$ cat src/rtl/serial_route_ctrl.sv
// Serial frame decoder that routes a frame's data bits to one of four ports.
// Optional even-parity check is compiled in with SERIAL_ROUTE_PARITY_EN.
module serial_route_ctrl #(
    parameter int LEN_W = 4
) (
    input  logic       clk,
    input  logic       rst_n,
    input  logic       serIn,
    output logic       serOut,
    output logic [0:3] PB,
    output logic [1:0] LB,
    output logic       busy,
    output logic       done,
    output logic       err
);

    localparam int CNT_W = LEN_W + 1;

    typedef enum logic [2:0] {
        IDLE = 3'd0,
        PORT = 3'd1,
        LINE = 3'd2,
        LEN  = 3'd3,
        DATA = 3'd4
`ifdef SERIAL_ROUTE_PARITY_EN
        , PAR = 3'd5
`endif
    } state_t;

    state_t             state_r, state_s;
    logic               run_r;
    logic               srst_s;
    logic [CNT_W-1:0]   cnt_r, cnt_s;
    logic [1:0]         port_r, port_s;
    logic               line_hi_r, line_hi_s;
    logic [1:0]         lb_r, lb_s;
    logic [LEN_W-1:0]   len_r, len_s;
    logic               ser_out_r, ser_out_s;
    logic [0:3]         pb_r, pb_s;
    logic               busy_r;
    logic               done_r, done_s;

    function automatic logic [0:3] port_onehot(input logic [1:0] sel);
        logic [0:3] oh;
        oh      = 4'b0000;
        oh[sel] = 1'b1;
        return oh;
    endfunction

`ifdef SERIAL_ROUTE_PARITY_EN
    logic par_r, par_s;
    logic err_r, err_s;

    function automatic logic parity_acc(input logic acc, input logic bit_in);
        return acc ^ bit_in;
    endfunction
`endif

    // Release synchroniser: the FSM is held in its reset state until one edge after rst_n rises.
    always_ff @(posedge clk or negedge rst_n) begin
        if (!rst_n) begin
            run_r <= 1'b0;
        end else begin
            run_r <= 1'b1;
        end
    end

    assign srst_s = ~run_r;

    // Next-state and next-output decode; IDLE also samples a start bit on the cycle after a frame.
    always_comb begin
        state_s   = state_r;
        cnt_s     = cnt_r + CNT_W'(1);
        port_s    = port_r;
        line_hi_s = line_hi_r;
        lb_s      = lb_r;
        len_s     = len_r;
        ser_out_s = 1'b0;
        pb_s      = 4'b0000;
        done_s    = 1'b0;
`ifdef SERIAL_ROUTE_PARITY_EN
        err_s     = 1'b0;
`endif
        case (state_r)
            IDLE: begin
                cnt_s = {CNT_W{1'b0}};
                if (!serIn) begin
                    state_s = PORT;
                end else begin
                    state_s = IDLE;
                end
            end
            PORT: begin
                port_s = {port_r[0], serIn};
                if (cnt_r == CNT_W'(1)) begin
                    state_s = LINE;
                    cnt_s   = {CNT_W{1'b0}};
                end else begin
                    state_s = PORT;
                end
            end
            LINE: begin
                // LB only updates once both bits are in, so it never shows a half code.
                if (cnt_r == CNT_W'(0)) begin
                    line_hi_s = serIn;
                end else begin
                    lb_s    = {line_hi_r, serIn};
                    state_s = LEN;
                    cnt_s   = {CNT_W{1'b0}};
                end
            end
            LEN: begin
                len_s = {len_r[LEN_W-2:0], serIn};
                if (cnt_r == CNT_W'(LEN_W - 1)) begin
                    state_s = DATA;
                    cnt_s   = {CNT_W{1'b0}};
                end else begin
                    state_s = LEN;
                end
            end
            DATA: begin
                ser_out_s = serIn;
                pb_s      = port_onehot(port_r);
                if (cnt_r == {1'b0, len_r}) begin
                    cnt_s = {CNT_W{1'b0}};
`ifdef SERIAL_ROUTE_PARITY_EN
                    state_s = PAR;
`else
                    state_s = IDLE;
                    done_s  = 1'b1;
`endif
                end else begin
                    state_s = DATA;
                end
            end
`ifdef SERIAL_ROUTE_PARITY_EN
            PAR: begin
                cnt_s   = {CNT_W{1'b0}};
                done_s  = 1'b1;
                err_s   = parity_acc(par_r, serIn);
                state_s = IDLE;
            end
`endif
            default: begin
                state_s = IDLE;
                cnt_s   = {CNT_W{1'b0}};
            end
        endcase
`ifdef SERIAL_ROUTE_PARITY_EN
        if (state_r == IDLE) begin
            par_s = 1'b0;
        end else if ((state_r == PORT) || (state_r == LINE) || (state_r == LEN) || (state_r == DATA)) begin
            par_s = parity_acc(par_r, serIn);
        end else begin
            par_s = par_r;
        end
`endif
    end

    // State, datapath and registered outputs.
    always_ff @(posedge clk or negedge rst_n) begin
        if (!rst_n) begin
            state_r   <= IDLE;
            cnt_r     <= {CNT_W{1'b0}};
            port_r    <= 2'b00;
            line_hi_r <= 1'b0;
            lb_r      <= 2'b00;
            len_r     <= {LEN_W{1'b0}};
            ser_out_r <= 1'b0;
            pb_r      <= 4'b0000;
            busy_r    <= 1'b0;
            done_r    <= 1'b0;
        end else if (srst_s) begin
            state_r   <= IDLE;
            cnt_r     <= {CNT_W{1'b0}};
            port_r    <= 2'b00;
            line_hi_r <= 1'b0;
            lb_r      <= 2'b00;
            len_r     <= {LEN_W{1'b0}};
            ser_out_r <= 1'b0;
            pb_r      <= 4'b0000;
            busy_r    <= 1'b0;
            done_r    <= 1'b0;
        end else begin
            state_r   <= state_s;
            cnt_r     <= cnt_s;
            port_r    <= port_s;
            line_hi_r <= line_hi_s;
            lb_r      <= lb_s;
            len_r     <= len_s;
            ser_out_r <= ser_out_s;
            pb_r      <= pb_s;
            busy_r    <= (state_s != IDLE);
            done_r    <= done_s;
        end
    end

`ifdef SERIAL_ROUTE_PARITY_EN
    // Parity accumulator and error pulse.
    always_ff @(posedge clk or negedge rst_n) begin
        if (!rst_n) begin
            par_r <= 1'b0;
            err_r <= 1'b0;
        end else if (srst_s) begin
            par_r <= 1'b0;
            err_r <= 1'b0;
        end else begin
            par_r <= par_s;
            err_r <= err_s;
        end
    end

    assign err = err_r;
`else
    assign err = 1'b0;
`endif

    assign serOut = ser_out_r;
    assign PB     = pb_r;
    assign LB     = lb_r;
    assign busy   = busy_r;
    assign done   = done_r;

endmodule

$ cat config.mk
export PLATFORM = sky130hd
export DESIGN_NAME = serial_route_ctrl
export DESIGN_NICKNAME = d
export VERILOG_FILES = /design/src/rtl/serial_route_ctrl.sv
export SDC_FILE = /design/constraint.sdc
export NUM_CORES = 1
export LEC_CHECK = 0
export BUFFER_PORTS_ARGS = -buffer_cell sky130_fd_sc_hd__buf_2
export CORE_MARGIN = 2
export CORE_UTILIZATION = 54
export DETAILED_ROUTE_END_ITERATION = 8
export GPL_TIMING_DRIVEN = 0
export MAX_ROUTING_LAYER = met4
export PLACE_DENSITY = 0.74
export SYNTH_ARGS = -nofsm -noshare
export SYNTH_HDL_FRONTEND = slang
export SYNTH_SLANG_ARGS = --single-unit
export TNS_END_PERCENT = 10
$ cat constraint.sdc
create_clock -name clk -period 4.8 [get_ports clk]
set_clock_uncertainty 0.1 [all_clocks]
set_input_delay 0.48 -clock clk [delete_from_list [all_inputs] [get_ports clk]]
set_output_delay 0.48 -clock clk [all_outputs]
set_load 0.1 [all_outputs]
==> results.md <==
- Die W: 51.3 um
- VDD IR-drop max: approximately 130 uV
- Kind of critical path: reg2reg
- CTS clock-pin slew for the worst setup and hold paths: 0.14 ns
- Fin util: 61.2%
- Setup crit end kind: flop
- Simple-Gate Fraction of Synth Area: between 20% and 30%
- GRT Overall Usage: 19.0%
- Synth Area in Adders: 3.11%
- Synth Instances: roughly 120
- R2R Setup Slk: 2.95 ns
- Area added between synthesis and finish: 9.94%
- FMAX: about 0.54 GHz
- CP peak stage delay: around 0.46 ns
- Nets: 140
- R2r endpoint: cnt_r[1]
- Share of the synthesized area in the top cell type: 51.8%
- Slew @ Worst Pin: 0.530 ns
- Worst-Skew Late Latency: around 0.32 ns
- Bufs and invs on worst path: 0
- RSZ-0062 raised after global routing: false
- Avg Vias per Cell: 5.38
- CP cell instances: ha_1 -> mux2_2 -> a21oi_1 -> a41oi_1 -> o22a_2 -> nor2b_1
- Dpl hpwl: ~1.6 mm
- Largest cells by area after synthesis: dfrtp_1, mux2i_1, nor2b_1, nor2_1, ha_1
- Slew Viols, Final: 0
- Fraction of synthesized area in multiplexers: 6.73%
- Net Count, Synth: between 100 and 150
- Async SR Flop Fraction: 100%
- Placer congestion estimate: 0.835
- IO buf count: 11
- Initial DRC count: 14
- # DRC: 0
- Initial Util: 55.7%
- 1st-pass router iterations: 4
- Main synth FF type: dfrtp_1
- Initial antenna violation count: 0
- Post-route ant nets: 0
- Num CTS Buffers: 3
- Via count: around 870
- Max-Cap Viols: 0
- Leading area contributor after synthesis: dfrtp_1
- CTS hold repair buffers: 0
- Io pins: 13
- Number of synthesized flops with an enable pin: 0
- Die ar.: 2630 um2
- WP depth: 6
- CTS resizes: 0
- Number of post-CTS setup repair buffers: 0
- Compound-gate portion of the synthesized area: 8.59%
- Clock Sink Count: 25
- Ys Warns: 0
- CP max FO: 6
- GRT overflow: 0
- Required time worst endpoint: approximately 5.0 ns
- Synth unique cells: 33
- Vias in the first global route: 841
- Worst-case clock buffer depth: 2
- LEAKAGE: 0.663 nW
- Netlist Area Pre-Place: 1210 um2
- Root buffer cell: clkbuf_4
- N_diodes: 0
- Outcome: completed
- First-pass GRT wire length: about 3.7 mm
- Reg-to-reg critical path startpoint: cnt_r[0]
- Share of layout cells above drive strength 1: approximately 16%
- Post-synthesis xor/xnor area fraction: 2.90%
- Final setup fails: 0
- Crit-path leading delay family: compound AO/OA/AOI/OAI gates
- Synthesized area per cell: 10.2 um2
- Final period util: about 39%
- Seq cells post-synth: 25
- Register Area: about 630 um2
- Total wire length: about 2.1 mm
- Top cells by count, synth: dfrtp_1, nor2_1, nor2b_1, nand2_1, mux2i_1
- FF-to-FF path depth: 6
- Htree depth: 1
- Setup TNS: 0 ns
- Core area: 2170 um2
- Crit-path slowest cell: dfrtp_1
- Slew HR: 64.7%
- Layout fillers: 205
- CP Data Arrival Time: 2.01 ns
- Area taken by multi-input logic gates: 542 um2
- Num rows: 17
- Main combinational cell family by area after synthesis: simple AND/OR/NAND/NOR gates
- CTS tree: yes
- Post-layout minimum cycle time: 1.85 ns
- WL/cell: 12.9 um
- Pwr/cell area: 272 nW/um2
- Final Hold Viols: 0
- Hold Path Class: in2async
- Seq/Total Area, Yosys: 51.8%
- Most instantiated library cell after synthesis: dfrtp_1
- Startpoint types: flop
- Largest net degree at the start of global routing: 26
- Die Y: 51.3 um
worst max-delay path by stage:
stage | startpoint | end | slack, ns
global placement | cnt_r[0] | cnt_r[1] | 3.03
detailed placement | cnt_r[0] | cnt_r[2] | 2.97
global route | cnt_r[0] | cnt_r[3] | 2.84
finish | cnt_r[0] | cnt_r[1] | 2.95
CTS | cnt_r[0] | cnt_r[1] | 2.95
floorplan | cnt_r[0] | cnt_r[1] | 3.13
worst reg2reg max path, cell delays in order, from the launching register on:
cell and delay (ns):
dfrtp_1 0.46, ha_1 0.28, mux2_2 0.30, a21oi_1 0.15, a41oi_1 0.08, o22a_2 0.31, nor2b_1 0.12
layer usage:
layer  wire, um  track usage (%)  share of wire, %
met1        943             23.2                45
met5          0                -                 0
met2       1060             31.8                51
met3         52             2.63               2.5
met4         27             7.89               1.3
logic make-up (layout without fill, tap and decap cells):
| logic type | after synthesis | after routing |
|---|---|---|
| AO/OA/AOI/OAI | 15 | 15 |
| XOR/XNOR | 4 | 4 |
| adder cells (fa/ha/maj) | 3 | 3 |
| buffers and inverters | 10 | 25 |
| flip-flops | 25 | 25 |
| multiplexers | 8 | 8 |
| other | 2 | 2 |
| AND/OR/NAND/NOR | 51 | 51 |
cell type report:
class / instances / area share (%)
Buffer: 4 / 1.41
Clock buffer: 3 / 1.69
Clock inverter: 1 / 0.565
Inverter: 6 / 1.69
Multi-Input combinational cell: 83 / 40.8
Sequential cell: 25 / 47.1
Tap cell: 28 / 2.64
Timing Repair Buffer: 11 / 4.14
registers in the layout, summed over array words and instances, names as in the netlist, 2 cells and up:
register,flops
cnt_r,5
PB,4
len_r,4
state_r,3
LB,2
port_r,2
report_power, final:
part | switching, mW | total (mW) | internal, mW | leakage, nW
sequential | 0.00525 | 0.220 | 0.215 | 0.344
combinational | 0.0320 | 0.0463 | 0.0143 | 0.305
clock | 0.0624 | 0.0942 | 0.0319 | 0.0139
layout by cell type (no fill, tap or decap), drive strengths merged, types with 3 or more instances in the layout:
cell	instances
dfrtp	25
buf	12
nor2	11
nor2b	11
nand2	9
mux2i	7
nand3	6
inv	6
clkbuf	6
nor3	4
and3	3
o22ai	3
ha	3
metrics by stage:
step / std cells / hold slack (ns) / worst slack (ns) / instance area, um2 / total power, mW
finish: 161 / 0.0121 / 2.95 / 1330 / 0.361
global route: 161 / 0.0607 / 2.84 / 1330 / 0.376
detailed placement: 157 / 0.384 / 2.97 / 1300 / 0.271
CTS: 161 / 0.0285 / 2.95 / 1330 / 0.365
floorplan: 118 / 0.0844 / 3.13 / 1210 / 0.257
global placement: 157 / 0.382 / 3.03 / 1300 / 0.269
Note: power is estimated with default switching activity, not from simulation.
